### config.mk
export PLATFORM = sky130hd
export DESIGN_NAME = fib_seq_ctrl
export DESIGN_NICKNAME = d
export VERILOG_FILES = /design/src/rtl/fib_pkg.sv /design/src/rtl/fib_wdog.sv /design/src/rtl/fib_seq_ctrl.sv
export SDC_FILE = /design/constraint.sdc
export NUM_CORES = 1
export LEC_CHECK = 0
export BUFFER_PORTS_ARGS = -buffer_cell sky130_fd_sc_hd__buf_2
export CAP_MARGIN = 40
export CORE_AREA = 4 4 58 60
export DETAILED_ROUTE_END_ITERATION = 8
export DIE_AREA = 0 0 62 64
export MAX_ROUTING_LAYER = met4
export PLACE_DENSITY_LB_ADDON = 0.08
export SLEW_MARGIN = 25
export SYNTH_ARGS = -nofsm -noshare
export SYNTH_HDL_FRONTEND = slang
export SYNTH_HIERARCHICAL = 1
export SYNTH_SLANG_ARGS = --single-unit
### constraint.sdc
create_clock -name clk -period 1.6 [get_ports clk]
set_input_delay 0.08 -clock clk [delete_from_list [all_inputs] [get_ports clk]]
set_output_delay 0.08 -clock clk [all_outputs]
set_load 0.05 [all_outputs]
### src/rtl/fib_pkg.sv
// Shared types and default sizing for the Fibonacci sequencing controller.
// The watchdog (macro FIB_SEQ_TIMEOUT_EN) uses FIB_TIMEOUT as its default limit.
package fib_pkg;

  typedef enum logic [1:0] {
    ST_IDLE = 2'd0,
    ST_RUN  = 2'd1,
    ST_RESP = 2'd2
  } fib_state_t;

  localparam int FIB_POS_W   = 9;
  localparam int FIB_DATA_W  = 16;
  // F(24) = 46368 is the largest term that fits in 16 bits.
  localparam int FIB_MAX_POS = 24;
  localparam int FIB_TIMEOUT = 1023;

endpackage

### src/rtl/fib_wdog.sv
// RUN-state watchdog: counts enabled cycles since clear and flags the LIMIT-th one.
// Only instantiated when FIB_SEQ_TIMEOUT_EN is defined.
module fib_wdog
  import fib_pkg::*;
#(
  parameter int LIMIT = FIB_TIMEOUT
) (
  input  logic clk,
  input  logic rst,
  input  logic clear,
  input  logic enable,
  output logic expired
);

  localparam int CNT_W = $clog2(LIMIT + 1);
  localparam logic [CNT_W-1:0] LAST = CNT_W'(LIMIT - 1);

  logic [CNT_W-1:0] cnt_reg;

  always_ff @(posedge clk or negedge rst) begin
    if (!rst) begin
      cnt_reg <= '0;
    end else if (clear) begin
      cnt_reg <= '0;
    end else if (enable && (cnt_reg != LAST)) begin
      cnt_reg <= cnt_reg + 1'b1;
    end
  end

  // The count holds the number of RUN cycles already completed, so LAST marks the final one.
  assign expired = enable && (cnt_reg == LAST);

endmodule

### src/rtl/fib_seq_ctrl.sv
// Request/response controller that sequences an external Fibonacci engine.
// Define FIB_SEQ_TIMEOUT_EN to add a RUN-state watchdog (fib_wdog).
module fib_seq_ctrl
  import fib_pkg::*;
#(
  parameter int POS_W   = FIB_POS_W,
  parameter int DATA_W  = FIB_DATA_W,
  parameter int MAX_POS = FIB_MAX_POS,
  parameter int TIMEOUT = FIB_TIMEOUT
) (
  input  logic              clk,
  input  logic              rst,
  input  logic              req_valid,
  input  logic [POS_W-1:0]  req_pos,
  output logic              req_ready,
  output logic              FIB,
  output logic [POS_W-1:0]  pos,
  input  logic              FIB_END,
  input  logic [DATA_W-1:0] fib_result,
  output logic              rsp_valid,
  output logic [DATA_W-1:0] rsp_data,
  output logic              rsp_err,
  input  logic              rsp_ready
);

  localparam logic [POS_W-1:0] MAX_POS_V = POS_W'(MAX_POS);

  if (MAX_POS >= (1 << POS_W) || TIMEOUT < 1) begin : g_cfg_check
    $error("fib_seq_ctrl: MAX_POS must fit POS_W and TIMEOUT must be at least 1");
  end

  fib_state_t        state_reg;
  logic              fib_reg;
  logic [POS_W-1:0]  pos_reg;
  logic              rsp_valid_reg;
  logic [DATA_W-1:0] rsp_data_reg;
  logic              rsp_err_reg;
  logic              accept;

  assign req_ready = (state_reg == ST_IDLE);
  assign accept    = req_valid && req_ready;

`ifdef FIB_SEQ_TIMEOUT_EN
  logic wd_expired;

  fib_wdog #(
    .LIMIT (TIMEOUT)
  ) u_wdog (
    .clk     (clk),
    .rst     (rst),
    .clear   (accept),
    .enable  (state_reg == ST_RUN),
    .expired (wd_expired)
  );
`endif

  always_ff @(posedge clk or negedge rst) begin
    if (!rst) begin
      state_reg     <= ST_IDLE;
      fib_reg       <= 1'b0;
      pos_reg       <= '0;
      rsp_valid_reg <= 1'b0;
      rsp_data_reg  <= '0;
      rsp_err_reg   <= 1'b0;
    end else begin
      case (state_reg)
        ST_IDLE: begin
          if (accept) begin
            pos_reg <= req_pos;
            // n=0 and out-of-range indices are answered without starting the engine.
            if (req_pos == '0) begin
              state_reg     <= ST_RESP;
              rsp_valid_reg <= 1'b1;
              rsp_data_reg  <= '0;
              rsp_err_reg   <= 1'b0;
            end else if (req_pos > MAX_POS_V) begin
              state_reg     <= ST_RESP;
              rsp_valid_reg <= 1'b1;
              rsp_data_reg  <= '0;
              rsp_err_reg   <= 1'b1;
            end else begin
              state_reg <= ST_RUN;
              fib_reg   <= 1'b1;
            end
          end
        end
        ST_RUN: begin
          if (FIB_END) begin
            state_reg     <= ST_RESP;
            fib_reg       <= 1'b0;
            rsp_valid_reg <= 1'b1;
            rsp_data_reg  <= fib_result;
            rsp_err_reg   <= 1'b0;
          end
`ifdef FIB_SEQ_TIMEOUT_EN
          else if (wd_expired) begin
            state_reg     <= ST_RESP;
            fib_reg       <= 1'b0;
            rsp_valid_reg <= 1'b1;
            rsp_data_reg  <= '0;
            rsp_err_reg   <= 1'b1;
          end
`endif
        end
        ST_RESP: begin
          if (rsp_ready) begin
            state_reg     <= ST_IDLE;
            rsp_valid_reg <= 1'b0;
          end
        end
        default: begin
          state_reg <= ST_IDLE;
          fib_reg   <= 1'b0;
        end
      endcase
    end
  end

  assign FIB       = fib_reg;
  assign pos       = pos_reg;
  assign rsp_valid = rsp_valid_reg;
  assign rsp_data  = rsp_data_reg;
  assign rsp_err   = rsp_err_reg;

endmodule
==> load_flow_metrics.sql <==
INSERT INTO impl_metrics (metric_group, metric, value, unit) VALUES
('clocking', 'cts.repair.resized', '0', ''),
('critical_path', 'critPathKind', 'reg2reg', ''),
('synthesis', 'yosysWarnings', '6', ''),
('place', 'place.gp.congestion', '0.744', ''),
('synthesis', 'synth.avg_cell_area', '11.7', 'um^2'),
('power', 'ir_drop_worst_vdd', '0.00114', 'V'),
('synthesis', 'synth_cell_type_count', '22', ''),
('synthesis', 'synth-main-ff-cell', 'sky130_fd_sc_hd__dfrtp_1', ''),
('critical_path', 'end_kind', 'flip-flop', ''),
('outcome', 'run_status', 'complete, no violations', ''),
('clocking', 'source_to_sink_clock_delay_at_the_later_pin_of_the_worst_skew_pair', '0.33', 'ns'),
('drt', 'detailroute.via_count', '1135', ''),
('synthesis', 'portion_of_the_post_synthesis_area_used_by_sequential_elements', '0.627', ''),
('clocking', 'cts.reportedPaths.clkPinSlew', '0.08', 'ns'),
('critical_path', 'regToRegSetupSlack', '0.06', 'ns'),
('floorplan', 'fp-row-count', '20', ''),
('clocking', 'cts.path.max_buffers', '2', ''),
('min_path', 'hold_class', 'in2reg', ''),
('power', 'p_seq_frac', '0.402', ''),
('sta', 'grt_setup_unrepaired', 'false', ''),
('drt', 'drt-total-wl', '3.11', 'mm'),
('sta', 'layout_worst_path_cycle_share', '0.963', ''),
('synthesis', 'synth_area_leader_cell', 'sky130_fd_sc_hd__dfrtp_1', ''),
('floorplan', 'coreArea', '2930', 'um^2'),
('critical_path', 'worst_setup_path_start_kind', 'flip-flop', ''),
('power', 'sw_frac_of_total', '0.365', ''),
('min_path', 'hold_start', 'rsp_ready', ''),
('drt', 'drc_errors', '0', ''),
('drt', 'first_pass_iters', '4', ''),
('min_path', 'hold_path_depth', '3', ''),
('layout', 'max_reg_flops', '16', ''),
('sta', 'clock-skew-final', '0.00886', 'ns'),
('clocking', 'tritoncts_clock_tree', 'done', ''),
('critical_path', 'critical-path-slowest-cell', 'sky130_fd_sc_hd__dfrtp_1', ''),
('layout', 'share_of_final_layout_standard_cells_stronger_than_drive_strength_1', '0.381', ''),
('synthesis', 'syn_area', '1200', 'um^2'),
('power', 'switching_power', '0.819', 'mW'),
('power', 'comb_power_share', '0.327', ''),
('floorplan', 'fp.dieW', '62', 'um'),
('floorplan', 'floorplan.die.height', '64', 'um'),
('synthesis', 'async_reset_ff_frac', '1.00', ''),
('drt', 'viasPerCell', '5.00', ''),
('sta', 'timing.max_slew.rel_slack', '0.567', ''),
('place', 'place.port_buffers', '58', ''),
('drt', 'detailedRoute.firstIterationViolations', '28', ''),
('critical_path', 'timing.critical_path.fanout_max', '17', ''),
('power', 'power_density', '1190', 'nW/um^2'),
('critical_path', 'reg2reg_from', 'state_reg[0]', ''),
('sta', 'worst_pin_slew', '0.649', 'ns'),
('global_route', 'grt_pass1_wl', '5.11', 'mm'),
('global_route', 'globalRouteTotalUtil', '0.181', ''),
('synthesis', 'synth_nets', '132', ''),
('clocking', 'cts-buffers-inserted', '5', ''),
('layout', 'syn_to_final_growth', '58.0', '%'),
('clocking', 'clock_tree.htree_level_count', '2', ''),
('synthesis', 'synth.area.top_cells', 'sky130_fd_sc_hd__dfrtp_1, sky130_fd_sc_hd__a22o_1, sky130_fd_sc_hd__nand2_1', ''),
('critical_path', 'worstPathCellList', 'nand2b_1 > o31ai_4 > o21ai_4 > a22o_1', ''),
('clocking', 'postCtsSetupRepairBufs', '0', ''),
('min_path', 'min_to', 'rsp_valid', ''),
('synthesis', 'synth_common_cells', 'sky130_fd_sc_hd__dfrtp_1, sky130_fd_sc_hd__nand2_1, sky130_fd_sc_hd__a22o_1', ''),
('clocking', 'hold_buffer_count_at_cts', '27', ''),
('global_route', 'grt_pass1_vias', '1193', ''),
('clocking', 'cts.sink_count', '30', ''),
('place', 'hpwlAfterDp', '2.09', 'mm'),
('synthesis', 'number_of_enable_type_register_cells_in_the_synthesized_netlist', '0', ''),
('critical_path', 'r2r-end', 'rsp_data[7]', ''),
('sta', 'finalSetupViolations', '0', ''),
('critical_path', 'cpPeakStageDelay', '0.43', 'ns'),
('global_route', 'antenna_violations_before_repair', '0', ''),
('layout', 'layout.nets', '224', ''),
('power', 'overall_power', '2.24', 'mW');
power by group through the flow:
stage / clock network (mW) / registers (mW) / logic [mW]
floorplan: 0 / 1.23 / 0.175
global placement: 0 / 0.914 / 0.683
detailed placement: 0 / 0.916 / 0.690
CTS: 0.622 / 0.904 / 0.739
global route: 0.663 / 0.917 / 0.779
finish: 0.608 / 0.903 / 0.734
cell usage in the layout, fill, tap and decap left out, drive strengths merged, types with 2 or more instances in the layout:
cell type	synthesis	layout
a22o	17	17
buf	1	62
clkbuf	3	6
dfrtp	30	30
dlygate4sd3	0	27
inv	2	2
nand2	29	29
nor2	4	4
o21ai	3	3
how the worst max path moves through the flow:
stage,startpoint,end,slack (ns),cells after the start
after floorplan,state_reg[0],rsp_data[10],0.16,5
after global placement,state_reg[0],rsp_data[12],-0.01,3
after detailed placement,req_pos[8],rsp_data[7],0.006,5
after CTS,state_reg[0],rsp_data[7],0.06,4
after global routing,state_reg[0],rsp_data[1],0.009,4
final,state_reg[0],rsp_data[7],0.06,4
final cells by class:
class	count	area, um^2
clock inverters	1	30.0
well taps	33	41.3
clock buffers	6	51.3
flip-flops and latches	30	751
repair buffers	89	594
fillers	252	1040
multi-input cells	66	417
inverters	2	7.51
layer usage:
layer / GRT usage / vias to the layer above / share of wire
li1: - / 552 / -
met1: 0.187 / 540 / 0.40
met2: 0.306 / 37 / 0.52
met3: 0.0667 / 6 / 0.065
met4: 0.0637 / 0 / 0.015
met5: - / - / 0
cell families (layout without fill, tap and decap cells):
group,count (synthesis),count (layout),synth area share
simple gates,38,38,0.133
flops,30,30,0.627
compound gates,28,28,0.215
buf+inv,6,98,0.0251
metrics by stage:
step	std cells	setup TNS [ns]	util	area (um^2)	setup WS, ns
2_1_floorplan	102	0	-	1200	0.156
3_5_place_dp	193	0	0.526	1540	0.00620
4_1_cts	227	0	0.646	1890	0.0566
5_1_grt	227	0	0.646	1890	0.00929
3_3_place_gp	192	-0.0170	0.522	1530	-0.0124
6_report	227	0	0.646	1890	0.0594
worst max-delay path, delay by kind of cell, from the launching register on:
kind / cells / cell delay, ns
compound gates: 3 / 0.74
simple gates: 1 / 0.25
flops: 1 / 0.43
Power figures use the tool's default switching activity.
